[src/rtl/maze_link_pkg.sv]
// Shared definitions for MAZE fabric torus links: packet layout, width helpers
// and the lane identifiers used by the virtual-lane merge.
package maze_link_pkg;

    localparam int DEPTH_MAX  = 7;
    localparam int NODE_W_DEF = 6;
    localparam int DATA_W_DEF = 8;

    function automatic int pkt_w(input int node_w, input int data_w);
        return 2 + 1 + 2 * node_w + data_w;
    endfunction

    // A zero-depth link holds nothing, but a port still needs one bit.
    function automatic int occ_w(input int depth);
        return (depth == 0) ? 1 : $clog2(4 * depth + 1);
    endfunction

    localparam int PKT_W_DEF = pkt_w(NODE_W_DEF, DATA_W_DEF);
    localparam int TYPE_LSB  = PKT_W_DEF - 2;
    localparam int QOS_BIT   = PKT_W_DEF - 3;
    localparam int SRC_LSB   = QOS_BIT - NODE_W_DEF;
    localparam int TGT_LSB   = SRC_LSB - NODE_W_DEF;

    typedef struct packed {
        logic [1:0]            typ;
        logic                  qos;
        logic [NODE_W_DEF-1:0] src;
        logic [NODE_W_DEF-1:0] tgt;
        logic [DATA_W_DEF-1:0] data;
    } pkt_t;

    typedef enum logic {
        LANE_Q0 = 1'b0,
        LANE_Q1 = 1'b1
    } lane_e;

endpackage

[src/rtl/torus_link_slice.sv]
// One pipeline slice of a torus link lane: 2-entry skid buffer with a
// registered ready, one cycle of latency and full throughput.
module torus_link_slice #(
    parameter int PKT_W = 23
) (
    input  logic             clk,
    input  logic             rst,
    input  logic             vld_i,
    output logic             rdy_o,
    input  logic [PKT_W-1:0] pkt_i,
    output logic             vld_o,
    input  logic             rdy_i,
    output logic [PKT_W-1:0] pkt_o
);

    logic             main_vld_q, main_vld_d;
    logic             skid_vld_q, skid_vld_d;
    logic [PKT_W-1:0] main_q, main_d;
    logic [PKT_W-1:0] skid_q, skid_d;
    logic             push, pop;

    assign rdy_o = !skid_vld_q;
    assign vld_o = main_vld_q;
    assign pkt_o = main_q;

    always_comb begin
        push       = vld_i && !skid_vld_q;
        pop        = main_vld_q && rdy_i;
        main_vld_d = main_vld_q;
        skid_vld_d = skid_vld_q;
        main_d     = main_q;
        skid_d     = skid_q;
        if (skid_vld_q) begin
            if (pop) begin
                main_d     = skid_q;
                skid_vld_d = 1'b0;
            end
        end else if (push) begin
            // The skid entry only fills when the output side is stalled.
            if (!main_vld_q || pop) begin
                main_d     = pkt_i;
                main_vld_d = 1'b1;
            end else begin
                skid_d     = pkt_i;
                skid_vld_d = 1'b1;
            end
        end else if (pop) begin
            main_vld_d = 1'b0;
        end
    end

    always_ff @(posedge clk) begin
        if (rst) begin
            main_vld_q <= 1'b0;
            skid_vld_q <= 1'b0;
        end else begin
            main_vld_q <= main_vld_d;
            skid_vld_q <= skid_vld_d;
        end
        main_q <= main_d;
        skid_q <= skid_d;
    end

endmodule

[src/rtl/torus_link_vc.sv]
// Directed torus link with two QoS lanes of DEPTH skid slices each, merged at
// the sink by starvation-limited strict priority (QoS1 preferred).
module torus_link_vc
    import maze_link_pkg::*;
#(
    parameter int NODE_W     = 6,
    parameter int DATA_W     = 8,
    parameter int PKT_W      = pkt_w(NODE_W, DATA_W),
    parameter int DEPTH      = 2,
    parameter int STARVE_LIM = 4,
    parameter int CNT_W      = 32
) (
    input  logic                    clk,
    input  logic                    rst,
    input  logic                    in_vld,
    output logic                    in_rdy,
    input  logic [PKT_W-1:0]        in_pkt,
    output logic                    out_vld,
    input  logic                    out_rdy,
    output logic [PKT_W-1:0]        out_pkt,
    output logic [occ_w(DEPTH)-1:0] occ,
    output logic [CNT_W-1:0]        xfer_cnt,
    output logic                    starve_hit
);

    localparam int         OCC_W = occ_w(DEPTH);
    localparam logic [7:0] LIM   = 8'(STARVE_LIM);

    if (DEPTH < 0 || DEPTH > DEPTH_MAX) begin : g_bad_depth
        $error("torus_link_vc: DEPTH %0d outside 0..%0d", DEPTH, DEPTH_MAX);
    end
    if (STARVE_LIM < 1 || STARVE_LIM > 255) begin : g_bad_lim
        $error("torus_link_vc: STARVE_LIM %0d outside 1..255", STARVE_LIM);
    end
    if (PKT_W != pkt_w(NODE_W, DATA_W)) begin : g_bad_pkt_w
        $error("torus_link_vc: PKT_W must equal 3+2*NODE_W+DATA_W");
    end

    logic [1:0]       head_vld, head_rdy, tail_rdy;
    logic [PKT_W-1:0] head_pkt [2];

    for (genvar l = 0; l < 2; l++) begin : g_lane
        logic             c_vld [DEPTH+1];
        logic             c_rdy [DEPTH+1];
        logic [PKT_W-1:0] c_pkt [DEPTH+1];

        // Index DEPTH is the lane tail, index 0 the head; with DEPTH=0 they coincide.
        assign c_vld[DEPTH] = in_vld && !rst && (in_pkt[PKT_W-3] == 1'(l));
        assign c_pkt[DEPTH] = in_pkt;
        assign tail_rdy[l]  = c_rdy[DEPTH];
        assign head_vld[l]  = c_vld[0];
        assign head_pkt[l]  = c_pkt[0];
        assign c_rdy[0]     = head_rdy[l];

        for (genvar s = 0; s < DEPTH; s++) begin : g_slice
            torus_link_slice #(.PKT_W(PKT_W)) u_slice (
                .clk   (clk),
                .rst   (rst),
                .vld_i (c_vld[s+1]),
                .rdy_o (c_rdy[s+1]),
                .pkt_i (c_pkt[s+1]),
                .vld_o (c_vld[s]),
                .rdy_i (c_rdy[s]),
                .pkt_o (c_pkt[s])
            );
        end
    end

    logic             lock_q, lock_d;
    lane_e            lock_lane_q, lock_lane_d;
    lane_e            grant;
    logic [7:0]       starve_cnt_q, starve_cnt_d;
    logic [OCC_W-1:0] occ_q, occ_d;
    logic [CNT_W-1:0] xfer_cnt_q, xfer_cnt_d;
    logic             in_xfer, out_xfer;

    assign in_rdy   = !rst && (in_pkt[PKT_W-3] ? tail_rdy[1] : tail_rdy[0]);
    assign in_xfer  = in_vld && in_rdy;
    assign occ      = occ_q;
    assign xfer_cnt = xfer_cnt_q;

    always_comb begin
        grant      = LANE_Q0;
        starve_hit = 1'b0;
        if (lock_q) begin
            grant = lock_lane_q;
        end else if (head_vld[0] && head_vld[1]) begin
            if (starve_cnt_q == LIM) begin
                grant      = LANE_Q0;
                starve_hit = !rst;
            end else begin
                grant = LANE_Q1;
            end
        end else if (head_vld[1]) begin
            grant = LANE_Q1;
        end

        out_vld     = !rst && ((grant == LANE_Q1) ? head_vld[1] : head_vld[0]);
        out_pkt     = (grant == LANE_Q1) ? head_pkt[1] : head_pkt[0];
        head_rdy[0] = out_rdy && !rst && (grant == LANE_Q0);
        head_rdy[1] = out_rdy && !rst && (grant == LANE_Q1);
        out_xfer    = out_vld && out_rdy;

        lock_d       = lock_q;
        lock_lane_d  = lock_lane_q;
        starve_cnt_d = starve_cnt_q;
        xfer_cnt_d   = xfer_cnt_q;
        occ_d        = occ_q;

        if (out_vld && !out_rdy) begin
            lock_d      = 1'b1;
            lock_lane_d = grant;
        end else if (out_xfer) begin
            lock_d = 1'b0;
        end

        if (out_xfer) begin
            xfer_cnt_d = xfer_cnt_q + CNT_W'(1);
            if (grant == LANE_Q0) begin
                starve_cnt_d = '0;
            end else if (head_vld[0] && starve_cnt_q != LIM) begin
                starve_cnt_d = starve_cnt_q + 8'd1;
            end
        end

        if (in_xfer && !out_xfer) begin
            occ_d = occ_q + OCC_W'(1);
        end else if (!in_xfer && out_xfer) begin
            occ_d = occ_q - OCC_W'(1);
        end
        if (DEPTH == 0) begin
            occ_d = '0;
        end
    end

    always_ff @(posedge clk) begin
        if (rst) begin
            lock_q       <= 1'b0;
            lock_lane_q  <= LANE_Q0;
            starve_cnt_q <= '0;
            occ_q        <= '0;
            xfer_cnt_q   <= '0;
        end else begin
            lock_q       <= lock_d;
            lock_lane_q  <= lock_lane_d;
            starve_cnt_q <= starve_cnt_d;
            occ_q        <= occ_d;
            xfer_cnt_q   <= xfer_cnt_d;
        end
    end

endmodule

[config.mk]
export PLATFORM = sky130hd
export DESIGN_NAME = torus_link_vc
export DESIGN_NICKNAME = d
export VERILOG_FILES = /design/src/rtl/maze_link_pkg.sv /design/src/rtl/torus_link_slice.sv /design/src/rtl/torus_link_vc.sv
export SDC_FILE = /design/constraint.sdc
export NUM_CORES = 1
export LEC_CHECK = 0
export CAP_MARGIN = 20
export CORE_MARGIN = 1.5
export CORE_UTILIZATION = 30
export DETAILED_ROUTE_END_ITERATION = 16
export GPL_TIMING_DRIVEN = 0
export PLACE_DENSITY = 0.45
export SYNTH_ARGS = -nofsm -noshare
export SYNTH_HDL_FRONTEND = slang
export SYNTH_SLANG_ARGS = --single-unit
[constraint.sdc]
create_clock -name clk -period 7.55 [get_ports clk]
set_input_delay 2.265 -clock clk [delete_from_list [all_inputs] [get_ports clk]]
set_output_delay 2.265 -clock clk [all_outputs]
set_load 0.02 [all_outputs]
==> flow_summary.toml, run 1 <==
[sta]
final_period_minus_worst_setup_slack_ns = 6.73
final-max-slew-violation-count = 0
fin_crit_sh_pct = 89.1
worst_slew_pin_slew_ns = 0.915
max_freq_mhz = 149
hold_viol = 0
rsz_0062_raised_after_global_routing = "no"
slew_headroom_pct = 39.0
worst_clock_skew_ns = 0.00955
fin_setup_tns_ns = 0
timing.final.setup_violations = 0
hold_ws_ns = 0.444

[critical_path]
critPathRequiredTime_ns = 5.29
worstSetupStartpointType = "primary input"
critPathMaxFanout = 10
crit_arrival_ns = 4.47
crit_type = "primary input to output port"
crit_path_end_kind = "output port"

[detailed_routing]
vias = 6097
avgRoutedWirePerCell_um = 18.1
drt-initial-drc-count = 424
drt_drc_violations_left = 0
antenna_left = 0
routed_via_density = 4.83
route.final.wire_length_mm = 22.9
first_pass_iters = 4

[floorplan]
core.rowCount = 66
start_util_pct = 30.5
die_w_um = 185
io-pin-count = 89
chipHeight_um = 185
core_area_sq_um = 32600
die_area_sq_um = 34300

[global_route]
grt_remaining_overflow = 0
groute.usage.overall_pct = 13.4
antenna_found_initial = 1
first_global_vias = 6280
grt_first_pass_wirelength_mm = 35.5
grt_max_degree = 17

[placed_design]
hpwl_mm = 15.3
placedCellCount = 1212
io_buf_count = 87
place_congestion = 0.785

[clocking]
tritoncts_clock_tree = "done"
postCtsSetupBuffers = 0
postCtsHoldBufs = 0
worst_skew_pair.late_latency_ns = 0.54
clkSinkCount = 238
cts_buffers = 27
clockBufferDepth = 3
ctsResizeCount = 0
cts_max_level = 1
cts.reportedPaths.clkPinSlew_ns = 0.06
clock-root-buffer = "sky130_fd_sc_hd__clkbuf_16"

[logic_synthesis]
ys_seq_area_share_pct = 66.4
synth_cells = 673
synthTopCellsByArea = "sky130_fd_sc_hd__edfxtp_1 (56%), sky130_fd_sc_hd__mux2_2 (14%), sky130_fd_sc_hd__dfxtp_1 (11%)"
number_of_flops_mapped_to_enable_cells_by_yosys = 184
synth.cell_area_sq_um = 9950
yosysTopAreaCell = "sky130_fd_sc_hd__edfxtp_1"
post_synthesis_async_set_or_reset_flop_share_pct = 0
post_synth_num_cell_types = 65
yosysWarningCount = 0
synth_fp_nets = 707
ys_seq_elements = 238
ys.flop_type = "sky130_fd_sc_hd__edfxtp_1"
synth_largest_type_area_fraction_pct = 55.6
syn_avg_cell_area_sq_um = 14.8

[final_layout]
area_growth_syn_to_layout_pct = 26.2
num-nets-final = 833
post_route_cells_drive_above_1_share_pct = 25.1
final_cells = 1263

[run]
drv.max_cap_violation_count = 0

[pwr]
power-per-cell-area_nw_per_um2 = 238
power.static_leakage_nw = 4.04
power_w = 0.00299
max-vdd-ir-drop_v = 0.000176

[hold_path]
path_class_of_the_lowest_slack_min_delay_path = "flip-flop to flip-flop"

[status]
run_status = "completed"
power breakdown:
group          leakage, nW  switching (W)  internal (W)
Sequential            2.11      0.0000115       0.00143
Clock                0.454       0.000520      0.000865
Combinational         1.48      0.0000850     0.0000787
sequential cells by signal (all words and copies together) (netlist names):
register,flops
lock_lane_q,1
g_lane.g_slice.u_slice.skid_vld_q,4
g_lane.g_slice.u_slice.skid_q,92
lock_q,1
g_lane.g_slice.u_slice.pkt_o,92
occ,4
xfer_cnt,32
starve_cnt_q,8
g_lane.g_slice.u_slice.vld_o,4
placed cells by master (no fill, tap or decap), types with 4 or more instances in the layout:
cell,instances
sky130_fd_sc_hd__or4_1,16
sky130_fd_sc_hd__o21ai_0,8
sky130_fd_sc_hd__dfxtp_1,54
sky130_fd_sc_hd__nand4_1,6
sky130_fd_sc_hd__nor2_1,28
sky130_fd_sc_hd__bufinv_16,6
sky130_fd_sc_hd__mux2i_1,4
sky130_fd_sc_hd__edfxtp_1,184
sky130_fd_sc_hd__nand2_1,26
sky130_fd_sc_hd__buf_1,6
sky130_fd_sc_hd__nand3_1,18
sky130_fd_sc_hd__nor2b_1,12
sky130_fd_sc_hd__buf_2,6
sky130_fd_sc_hd__mux2_2,122
sky130_fd_sc_hd__clkdlybuf4s50_1,87
sky130_fd_sc_hd__ha_1,6
sky130_fd_sc_hd__clkbuf_16,27
sky130_fd_sc_hd__a221oi_1,5
sky130_fd_sc_hd__o31ai_1,17
sky130_fd_sc_hd__clkinv_1,6
sky130_fd_sc_hd__inv_1,15
sky130_fd_sc_hd__buf_16,5
sky130_fd_sc_hd__buf_6,5
sky130_fd_sc_hd__clkbuf_1,27
sky130_fd_sc_hd__o41ai_1,5
sky130_fd_sc_hd__nor4_1,6
sky130_fd_sc_hd__a21oi_1,30
sky130_fd_sc_hd__and4_1,5
worst max-delay path: stages:
cell,delay [ns]
sky130_fd_sc_hd__clkdlybuf4s50_1,0.58
sky130_fd_sc_hd__buf_4,0.27
sky130_fd_sc_hd__clkbuf_1,0.28
sky130_fd_sc_hd__nor4_1,0.37
sky130_fd_sc_hd__clkdlybuf4s50_1,0.69
routing by layer:
metal / routed length, um / up-vias / GRT usage [%]
met5: 0 / - / 0
met2: 11100 / 155 / 22.9
met3: 1250 / 42 / 2.50
met4: 496 / 0 / 4.39
li1: - / 2878 / -
met1: 10100 / 3022 / 17.2
final timing paths:
kind,slack (ns),endpoint,cells past startpoint,start
worst max-delay path,0.82,starve_hit,5,rst
worst max register to register,4.26,occ[3],12,lock_q
worst min register to register,0.44,g_lane[0].g_slice[0].u_slice.skid_q[7],0,g_lane[0].g_slice[1].u_slice.pkt_o[7]
worst min-delay path,0.44,g_lane[0].g_slice[0].u_slice.skid_q[7],0,g_lane[0].g_slice[1].u_slice.pkt_o[7]
layout make-up:
cell class / count / area (sq um)
multi-input combinational: 380 / 3110
clock inverter: 15 / 233
sequential: 238 / 6610
inverter: 15 / 56.3
antenna: 1 / 2.50
buffer: 40 / 213
fill: 3025 / 20100
timing repair buffer: 97 / 1070
tap: 442 / 553
clock buffer: 35 / 706
synthesized netlist by cell type, drive strengths merged (7+ instances only):
cell type	count
mux2	124
inv	15
nor4	8
nand3	18
a21oi	33
o31ai	17
buf	16
nand2	26
nor2	28
nor2b	12
or4	18
edfxtp	184
nand4	7
o21ai	8
dfxtp	54
clkbuf	24
cells by family (layout without fill, tap and decap cells):
logic type	Yosys count	count (layout)	synth area share (%)
flip-flops	238	238	66.4
AND/OR/NAND/NOR	149	149	8.87
multiplexers	128	128	14.4
AO/OA/AOI/OAI	93	93	6.34
buffers and inverters	55	202	2.70
adder cells (fa/ha/maj)	7	7	0.956
XOR/XNOR	3	3	0.264
other	0	1	0
per-stage QoR:
step                      area, sq um  setup slack, ns  utilization [%]
after floorplan                  9950             1.96                -
after global placement          11400            0.630             34.9
after detailed placement        11600            0.748             35.6
after CTS                       12600            0.729             38.5
after global routing            12600            0.684             38.5
final                           12600            0.820             38.5
No activity file was read; power rests on OpenSTA's default activity.
==> run 2: changes to the inputs <==
==> constraint.sdc (replaced) <==
create_clock -name clk -period 7.55 [get_ports clk]
set_input_delay 2.265 -clock clk [delete_from_list [all_inputs] [get_ports clk]]
set_output_delay 2.265 -clock clk [all_outputs]
set_load 0.05 [all_outputs]
==> results of run 2 <==
The final DEF is identical to that of run 1. Status: completed.
Main changes from that run: setup slack after placement 0.748 ns -> 0.549 ns; setup slack after layout 0.820 ns -> 0.621 ns; total power 0.00299 W -> 0.00302 W; worst IR drop on VDD 0.000176 V -> 0.000179 V
==> edit (flow settings as in run 2) <==
`DATA_W`: 8 -> 12.
--- a/src/rtl/torus_link_vc.sv
+++ b/src/rtl/torus_link_vc.sv
@@ -4,7 +4,7 @@
     import maze_link_pkg::*;
 #(
     parameter int NODE_W     = 6,
-    parameter int DATA_W     = 8,
+    parameter int DATA_W     = 12,
     parameter int PKT_W      = pkt_w(NODE_W, DATA_W),
     parameter int DEPTH      = 2,
     parameter int STARVE_LIM = 4,
Interface: changed (resized in_pkt and out_pkt); port bits go from 89 to 97. No check against the original RTL was run, so the function may have changed too.
==> edit against run 2 <==
Count of clock-buffer cells in the layout fell by 1. Core utilization fell by 0.67 points. Total power rose by 9.7%. Synthesized cell count rose by 8.3%. Critical endpoint unchanged. Final cell count rose by 7.4%. Sequential cell count rose by 32. Sequential power rose by 14%. Worst setup slack improved by 0.19 ns. Routed wire length rose by 9.3%. Critical path type unchanged. Area after synthesis rose by 12%. Clock power rose by 6%. Global-route usage fell by 0.20 points. Design area rose by 10%.
==> edit: results (changes against run 2) <==
<table>
<tr><th>Metric</th><th>Value</th></tr>
<tr><th colspan="2">Setup path</th></tr>
<tr><td>R2r setup slk</td><td>4.65 ns (+0.39 ns)</td></tr>
<tr><td>Path depth of the worst reg2reg path</td><td>8 (-4)</td></tr>
<tr><td>Startpoint of the most critical register-to-register path</td><td>starve_cnt_q[0]$_SDFFE_PP0P_</td></tr>
<tr><td>Reg-to-reg endpoint</td><td>g_lane[1].g_slice[0].u_slice.skid_q[1]$_DFFE_PP_</td></tr>
<tr><td>Data arrival time of the worst path</td><td>4.48 ns (-0.18 ns)</td></tr>
<tr><th colspan="2">Pwr</th></tr>
<tr><td>Worst IR Drop VDD</td><td>0.211 mV (+18%)</td></tr>
<tr><td>Pint</td><td>2.57 mW (+8.1%)</td></tr>
<tr><td>Power Total</td><td>3.31 mW (+9.7%)</td></tr>
<tr><th colspan="2">Place</th></tr>
<tr><td>Half-perimeter wire length after placement</td><td>15.9 mm (+3.5%)</td></tr>
<tr><td>Placed cell count</td><td>1298 (+7.1%)</td></tr>
<tr><th colspan="2">Run status</th></tr>
<tr><td>Run status</td><td>complete, no violations</td></tr>
<tr><th colspan="2">Layout</th></tr>
<tr><td>Invs w/o clock</td><td>12 (-3)</td></tr>
<tr><td>Seq area share</td><td>0.548 (+0.0216)</td></tr>
<tr><td>Number of flip-flops and latches</td><td>270 (+13%)</td></tr>
<tr><td>Non-clock buffer count</td><td>140 (+2.2%)</td></tr>
<tr><td>Post-layout nets</td><td>901 (+8.2%)</td></tr>
<tr><td>Signal buffers share of area</td><td>0.0905 (-0.0119)</td></tr>
<tr><th colspan="2">Logic synthesis</th></tr>
<tr><td>Register area share after synthesis</td><td>0.680 (+0.0160)</td></tr>
<tr><td>Synth area leaders</td><td>sky130_fd_sc_hd__edfxtp_1, sky130_fd_sc_hd__mux2_2, sky130_fd_sc_hd__dfxtp_1, sky130_fd_sc_hd__nor2b_1, sky130_fd_sc_hd__nor2_1</td></tr>
<tr><td>EDFF count, synth</td><td>216 (+17%)</td></tr>
<tr><td>Average cell area after synthesis</td><td>15.3 um^2 (+3.3%)</td></tr>
<tr><th colspan="2">Worst hold path</th></tr>
<tr><td>Worst Hold Path EP</td><td>g_lane[0].g_slice[0].u_slice.skid_q[6]$_DFFE_PP_</td></tr>
<tr><th colspan="2">Detailed routing</th></tr>
<tr><td>Vias after detailed routing</td><td>6387 (+4.8%)</td></tr>
<tr><th colspan="2">Global routing</th></tr>
<tr><td>Maximum number of pins on one net before global-route repair</td><td>29 (+12)</td></tr>
<tr><td>GRT Resource Usage Total</td><td>0.132 (-0.00204)</td></tr>
<tr><th colspan="2">Floorplan</th></tr>
<tr><td>Cell row count</td><td>70 (+6.1%)</td></tr>
<tr><th colspan="2">CTS</th></tr>
<tr><td>Clock latency at the later pin of the worst-skew pair</td><td>0.58 ns (+0.04 ns)</td></tr>
<tr><th colspan="2">Timing</th></tr>
<tr><td>Post-route setup slack</td><td>0.808 ns (+0.187 ns)</td></tr>
</table>
==> edit: cell types whose count changed after synthesis, sizes merged, moves of 9 or more <==
cell | run 2 | this run
edfxtp | 184 | 216
or4 | 18 | 5
mux2 | 124 | 153
o31ai | 17 | 6
nor2 | 28 | 37
nor2b | 12 | 24
==> edit: routing by layer <==
metal,global-route usage,share of wire
met1,0.179,0.46
met2,0.220,0.48
met3,0.0212,0.043
met4,0.0353,0.021
met5,0,0
==> edit: worst max-delay path, stage by stage <==
cell and delay [ns]:
sky130_fd_sc_hd__buf_2 0.24, sky130_fd_sc_hd__clkbuf_1 0.47, sky130_fd_sc_hd__clkbuf_1 0.53, sky130_fd_sc_hd__nor3_1 0.21
sky130_fd_sc_hd__clkdlybuf4s50_1 0.75
==> edit: cell families after synthesis <==
logic type                 share of synthesized area
adders and majority gates                    0.00855
buffers and inverters                         0.0216
AOI/OAI and AO/OA                             0.0495
and+or+nand+nor                               0.0802
muxes                                          0.158
xor gates and xnor gates                     0.00236
DFF                                            0.680
